<file path="src/rtl/instr_prefetch_queue.sv">
// Sequential instruction fetcher. Issues credit-limited word fetches, buffers
// {pc, instr} in order, and drops in-flight responses after a redirect.
module instr_prefetch_queue #(
  parameter int          DEPTH    = 4,
  parameter logic [31:0] RESET_PC = 32'h0000_0000
) (
  input  logic                   clk_i,
  input  logic                   rst_i,
  input  logic                   start_i,
  output logic                   mem_req_o,
  output logic [31:0]            mem_addr_o,
  input  logic                   mem_gnt_i,
  input  logic                   mem_rvalid_i,
  input  logic [31:0]            mem_rdata_i,
  input  logic                   redirect_i,
  input  logic [31:0]            redirect_pc_i,
  output logic                   instr_valid_o,
  output logic [31:0]            instr_o,
  output logic [31:0]            instr_pc_o,
  input  logic                   instr_ready_i,
  output logic [$clog2(DEPTH):0] count_o
);
  localparam int AW = $clog2(DEPTH);
  typedef enum logic [1:0] {IDLE, RUN, FLUSH} state_t;

  state_t        r_state;
  logic [31:0]   r_fetch_pc;
  logic [AW:0]   r_out, r_disc, r_count;
  logic [AW-1:0] r_wr, r_rd, r_twr, r_trd;
  logic [31:0]   r_tag   [DEPTH];
  logic [31:0]   r_instr [DEPTH];
  logic [31:0]   r_ipc   [DEPTH];

  logic          w_gnt, w_keep, w_drop, w_push, w_pop;
  logic [AW+1:0] w_credit;
  logic [AW:0]   w_disc_redir, w_disc_nxt;

  // Buffered plus in-flight never exceeds DEPTH, so a response always has room.
  assign w_credit   = {1'b0, r_count} + {1'b0, r_out};
  assign mem_req_o  = (r_state == RUN) & start_i & ~redirect_i & (w_credit < (AW+2)'(DEPTH));
  assign mem_addr_o = r_fetch_pc;
  assign w_gnt      = mem_req_o & mem_gnt_i;
  assign w_drop     = mem_rvalid_i & (r_disc != '0);
  assign w_keep     = mem_rvalid_i & (r_disc == '0);
  assign w_push     = w_keep & ~redirect_i;
  assign w_pop      = instr_valid_o & instr_ready_i;

  assign w_disc_redir = r_disc + r_out + (AW+1)'(w_gnt) - (AW+1)'(mem_rvalid_i);
  assign w_disc_nxt   = redirect_i ? w_disc_redir : r_disc - (AW+1)'(w_drop);

  assign instr_valid_o = (r_count != '0);
  assign instr_o       = r_instr[r_rd];
  assign instr_pc_o    = r_ipc[r_rd];
  assign count_o       = r_count;

  always_ff @(posedge clk_i or negedge rst_i) begin
    if (!rst_i) begin
      r_state    <= IDLE;
      r_fetch_pc <= RESET_PC;
      r_out      <= '0;
      r_disc     <= '0;
      r_count    <= '0;
      r_wr       <= '0;
      r_rd       <= '0;
      r_twr      <= '0;
      r_trd      <= '0;
    end else begin
      r_disc <= w_disc_nxt;
      unique case (r_state)
        IDLE:    if (redirect_i && w_disc_nxt != '0) r_state <= FLUSH;
                 else if (start_i)                   r_state <= RUN;
        RUN:     if (redirect_i) r_state <= (w_disc_nxt != '0) ? FLUSH : RUN;
                 else if (!start_i) r_state <= IDLE;
        FLUSH:   if (w_disc_nxt == '0) r_state <= start_i ? RUN : IDLE;
        default: r_state <= IDLE;
      endcase
      if (redirect_i) begin
        r_fetch_pc <= {redirect_pc_i[31:2], 2'b00};
        r_out      <= '0;
        r_count    <= '0;
        r_wr       <= '0;
        r_rd       <= '0;
        r_twr      <= '0;
        r_trd      <= '0;
      end else begin
        if (w_gnt) begin
          r_fetch_pc <= r_fetch_pc + 32'd4;
          r_twr      <= r_twr + AW'(1);
        end
        if (w_keep) r_trd <= r_trd + AW'(1);
        if (w_push) r_wr  <= r_wr + AW'(1);
        if (w_pop)  r_rd  <= r_rd + AW'(1);
        r_out   <= r_out + (AW+1)'(w_gnt) - (AW+1)'(w_keep);
        r_count <= r_count + (AW+1)'(w_push) - (AW+1)'(w_pop);
      end
    end
  end

  always_ff @(posedge clk_i or negedge rst_i) begin
    if (!rst_i) begin
      for (int i = 0; i < DEPTH; i++) begin
        r_instr[i] <= '0;
        r_ipc[i]   <= '0;
      end
    end else if (w_push) begin
      r_instr[r_wr] <= mem_rdata_i;
      r_ipc[r_wr]   <= r_tag[r_trd];
    end
  end

  always_ff @(posedge clk_i) begin
    if (w_gnt) r_tag[r_twr] <= r_fetch_pc;
  end
endmodule
</file>
<file path="config.mk">
export PLATFORM = sky130hd
export DESIGN_NAME = instr_prefetch_queue
export DESIGN_NICKNAME = d
export VERILOG_FILES = /design/src/rtl/instr_prefetch_queue.sv
export SDC_FILE = /design/constraint.sdc
export NUM_CORES = 1
export LEC_CHECK = 0
export ABC_AREA = 1
export CAP_MARGIN = 20
export CORE_UTILIZATION = 50
export CTS_BUF_LIST = sky130_fd_sc_hd__clkbuf_2 sky130_fd_sc_hd__clkbuf_4 sky130_fd_sc_hd__clkbuf_8
export CTS_CLUSTER_SIZE = 24
export DETAILED_ROUTE_END_ITERATION = 10
export PLACE_DENSITY = 0.71
export SYNTH_ARGS = -nofsm -noshare
export SYNTH_HDL_FRONTEND = slang
export SYNTH_SLANG_ARGS = --single-unit
</file>
<file path="constraint.sdc">
create_clock -name clk_i -period 3.65 [get_ports clk_i]
set_input_delay 0.365 -clock clk_i [delete_from_list [all_inputs] [get_ports clk_i]]
set_output_delay 0.365 -clock clk_i [all_outputs]
set_load 0.02 [all_outputs]
</file>
==> flow_summary.toml <==
[synthesis]
syn_area_mm2 = 0.01918
synth-async-reset-ratio_pct = 71.22
ys_seq_area_share_pct = 57.53
synth.avg_cell_area_um2 = 8.869
synth_seq_cells = 417
yosys_warnings = 0
ys.flop_type = "dfrtp_1"
ys_types = 38
postSynthCellCount = 2163
synth-edff-count = 120

[place]
place_congestion = 0.8160
placed_cell_area_mm2 = 0.02124
dpl.hpwl_um = 29390
portBuffers = 165

[clocking]
post-cts-setup-buffers = 0
cts_made_buffers = 70
htree_levels = 3
cts-root-buf = "clkbuf_8"
cts_tree = "done"
ctsHoldBuffers = 1
clk_latency_ns = 0.62
cts.clk_slew.worst_paths_ns = 0.06
postCtsResizedCells = 0
cts.sinks = 417
clockBufferDepth = 3

[sta]
hold_viol = 0
setup_viol = 0
fin_tns_setup_ns = 0
worst_slew_pin_slew_ns = 0.8970
fmax_mhz = 297.2
rsz0062_at_grt = "false"
fin_crit_ns = 3.365
slew-limit-headroom_pct = 40.20
period_share_pct = 92.18
skew_ns = 0.02307
slew_viol_final = 0

[worst_setup_path]
slowest_stage = "clkdlybuf4s50_1"
worstPathRequired_ns = 3.28
cp-end-kind = "primary output"
cp_cell_sequence = "clkinv_2, buf_4, o21ai_0, o22ai_1, clkdlybuf4s50_1"
crit_arrival_ns = 3.00
startpoint_type = "register"
crit_family = "buffers and inverters"
worstPathMaxFanout = 49
critPathBufInv = 3
cpPeakStageDelay_ns = 0.66
path_class = "register to primary output"

[cells_and_area]
areaGrowthSynthToFinish_pct = 18.54
n_fill_cell = 3294
finalNetCount = 2396
seqCellArea_mm2 = 0.01104
multiInputGateArea_mm2 = 0.007162
fin_util_pct = 60.37
design_area_mm2 = 0.02274
antenna_cells = 0
drive_gt1_share_pct = 8.358

[floorplan]
fp.dieH_um = 197.9
ios = 172
start_util_pct = 50.93
die_w_um = 197.9
core_area_mm2 = 0.03767
num_rows = 71
dieArea_mm2 = 0.03915

[detailed_routing]
firstDrtPassIters = 8
via_per_inst = 5.514
drc_errors = 0
vias = 15820
antenna_left = 0
wire_per_inst_um = 17.77
drt_iter0_drc = 1202
wirelength_um = 50970

[global_routing]
antenna_found_initial = 0
grt_max_degree = 171
grt_pass1_wl_um = 81260
track_usage_pct = 26.51
grt_pass1_vias = 15530
grt_overflow = 0

[worst_hold_path]
min_path_type = "input pin to register"

[flow_run]
cap_violations = 0

[power_and_ir_drop]
powerDensity_mw_per_mm2 = 691.5
p_leak_nw = 10.50
vdd_drop_max_uv = 389.0

[outcome]
status = "finished, final reports clean"
## area by class of cell
cell class | instances | area share [%]
timing repair buffer | 214 | 9.464
tap | 511 | 2.812
sequential | 417 | 48.55
clock buffer | 108 | 5.876
multi-input combinational | 1531 | 31.49
clock inverter | 19 | 0.6768
inverter | 68 | 1.128
## cell usage after synthesis, types with 3 or more instances
master / instances / share of area (%)
nand4_1: 8 / 0.26
nand3_1: 35 / 0.91
o21ai_0: 349 / 9.1
o211ai_1: 8 / 0.31
inv_2: 3 / 0.059
o22ai_1: 92 / 3.0
nor2_8: 4 / 0.42
xor2_1: 15 / 0.68
clkinv_1: 8 / 0.16
nor3_1: 6 / 0.16
o221ai_1: 4 / 0.18
o21ai_1: 100 / 2.6
edfxtp_1: 120 / 19
clkbuf_1: 103 / 2.0
xnor2_1: 5 / 0.23
dfrtp_1: 297 / 39
nor2_1: 225 / 4.4
buf_6: 12 / 0.70
ha_1: 19 / 1.2
buf_1: 3 / 0.059
a21oi_1: 11 / 0.29
buf_2: 3 / 0.078
o21bai_1: 4 / 0.16
inv_1: 57 / 1.1
nand2_1: 628 / 12
fa_1: 4 / 0.42
buf_4: 29 / 1.1
## metal layers
layer	GRT usage (%)	vias up	wire length, um
met4	8.355	0	1026
li1	-	7521	-
met1	34.90	7666	22030
met3	4.190	83	3114
met2	44.97	545	24800
met5	0	-	0
## flip-flops by register name, indices dropped and copies added (netlist names)
signal,count
r_rd,2
r_out,3
r_wr,2
mem_addr_o,30
r_state,2
r_disc,3
r_instr,128
count_o,3
r_trd,2
r_tag,120
r_ipc,120
r_twr,2
## kinds of logic after synthesis
| kind of cell | Yosys count | synth area share (%) |
|---|---|---|
| and+or+nand+nor | 914 | 18.84 |
| adders and majority gates | 23 | 1.657 |
| xor gates and xnor gates | 20 | 0.9131 |
| AOI/OAI and AO/OA | 570 | 15.73 |
| buffers and inverters | 218 | 5.322 |
| other | 1 | 0.01955 |
| DFF | 417 | 57.53 |
## stage by stage
step	setup WS, ns	hold WS (ns)	cells	power (mW)
floorplan	0.1305	0.06941	2166	9.212
global placement	0.6882	0.4570	2740	11.30
detailed placement	0.6117	0.4632	2740	11.44
CTS	0.2669	0.2904	2868	15.82
global route	0.1659	0.3108	2868	16.64
finish	0.2853	0.3199	2868	15.73
## cell usage in the layout, fill, tap and decap left out, types with 10 or more instances in the layout
cell type        Yosys  final
edfxtp_1           120    120
a21oi_1             11     11
o21ai_1            100    100
nand2_1            628    628
nand3_1             35     35
xor2_1              15     15
nor2_1             225    221
buf_12               0     10
buf_4               29     38
dfrtp_1            297    295
inv_1               57     57
ha_1                19     19
clkbuf_4             0     24
clkdlybuf4s50_1      0    164
o21ai_0            349    349
clkbuf_8             0     84
o22ai_1             92     92
## power by group
group	total [mW]	switching, mW	internal [mW]
Sequential	6.18	0.517	5.67
Clock	4.36	1.88	2.48
Combinational	5.18	3.19	1.99
## worst reg2reg max path: stages, from the launching register on
cell and delay (ns):
dfrtp_1 0.44, ha_1 0.30, and3_1 0.18, nor3_2 0.06, nand2_1 0.09, inv_2 0.05
fa_1 0.38, fa_1 0.39, nor2_1 0.15, inv_1 0.05, nand2_1 0.05, nand2_1 0.05
nand3_1 0.11, nand3_1 0.14, a21oi_1 0.17, nor2_1 0.05, nand2_1 0.05, nand2_1 0.04
## path summary, 6_finish.rpt
path	cells after the start	end	slack [ns]	from
max	5	instr_pc_o[29]	0.29	r_rd[0]
min in group asynchronous	2	r_instr[5]	0.41	rst_i
max in group asynchronous	3	r_instr[27]	2.34	rst_i
max reg2reg	17	r_state[0]	0.77	count_o[1]
min	3	mem_addr_o[13]	0.32	redirect_pc_i[13]
min reg2reg	2	r_instr[52]	0.48	r_instr[52]
Note: power is estimated with default switching activity, not from simulation.
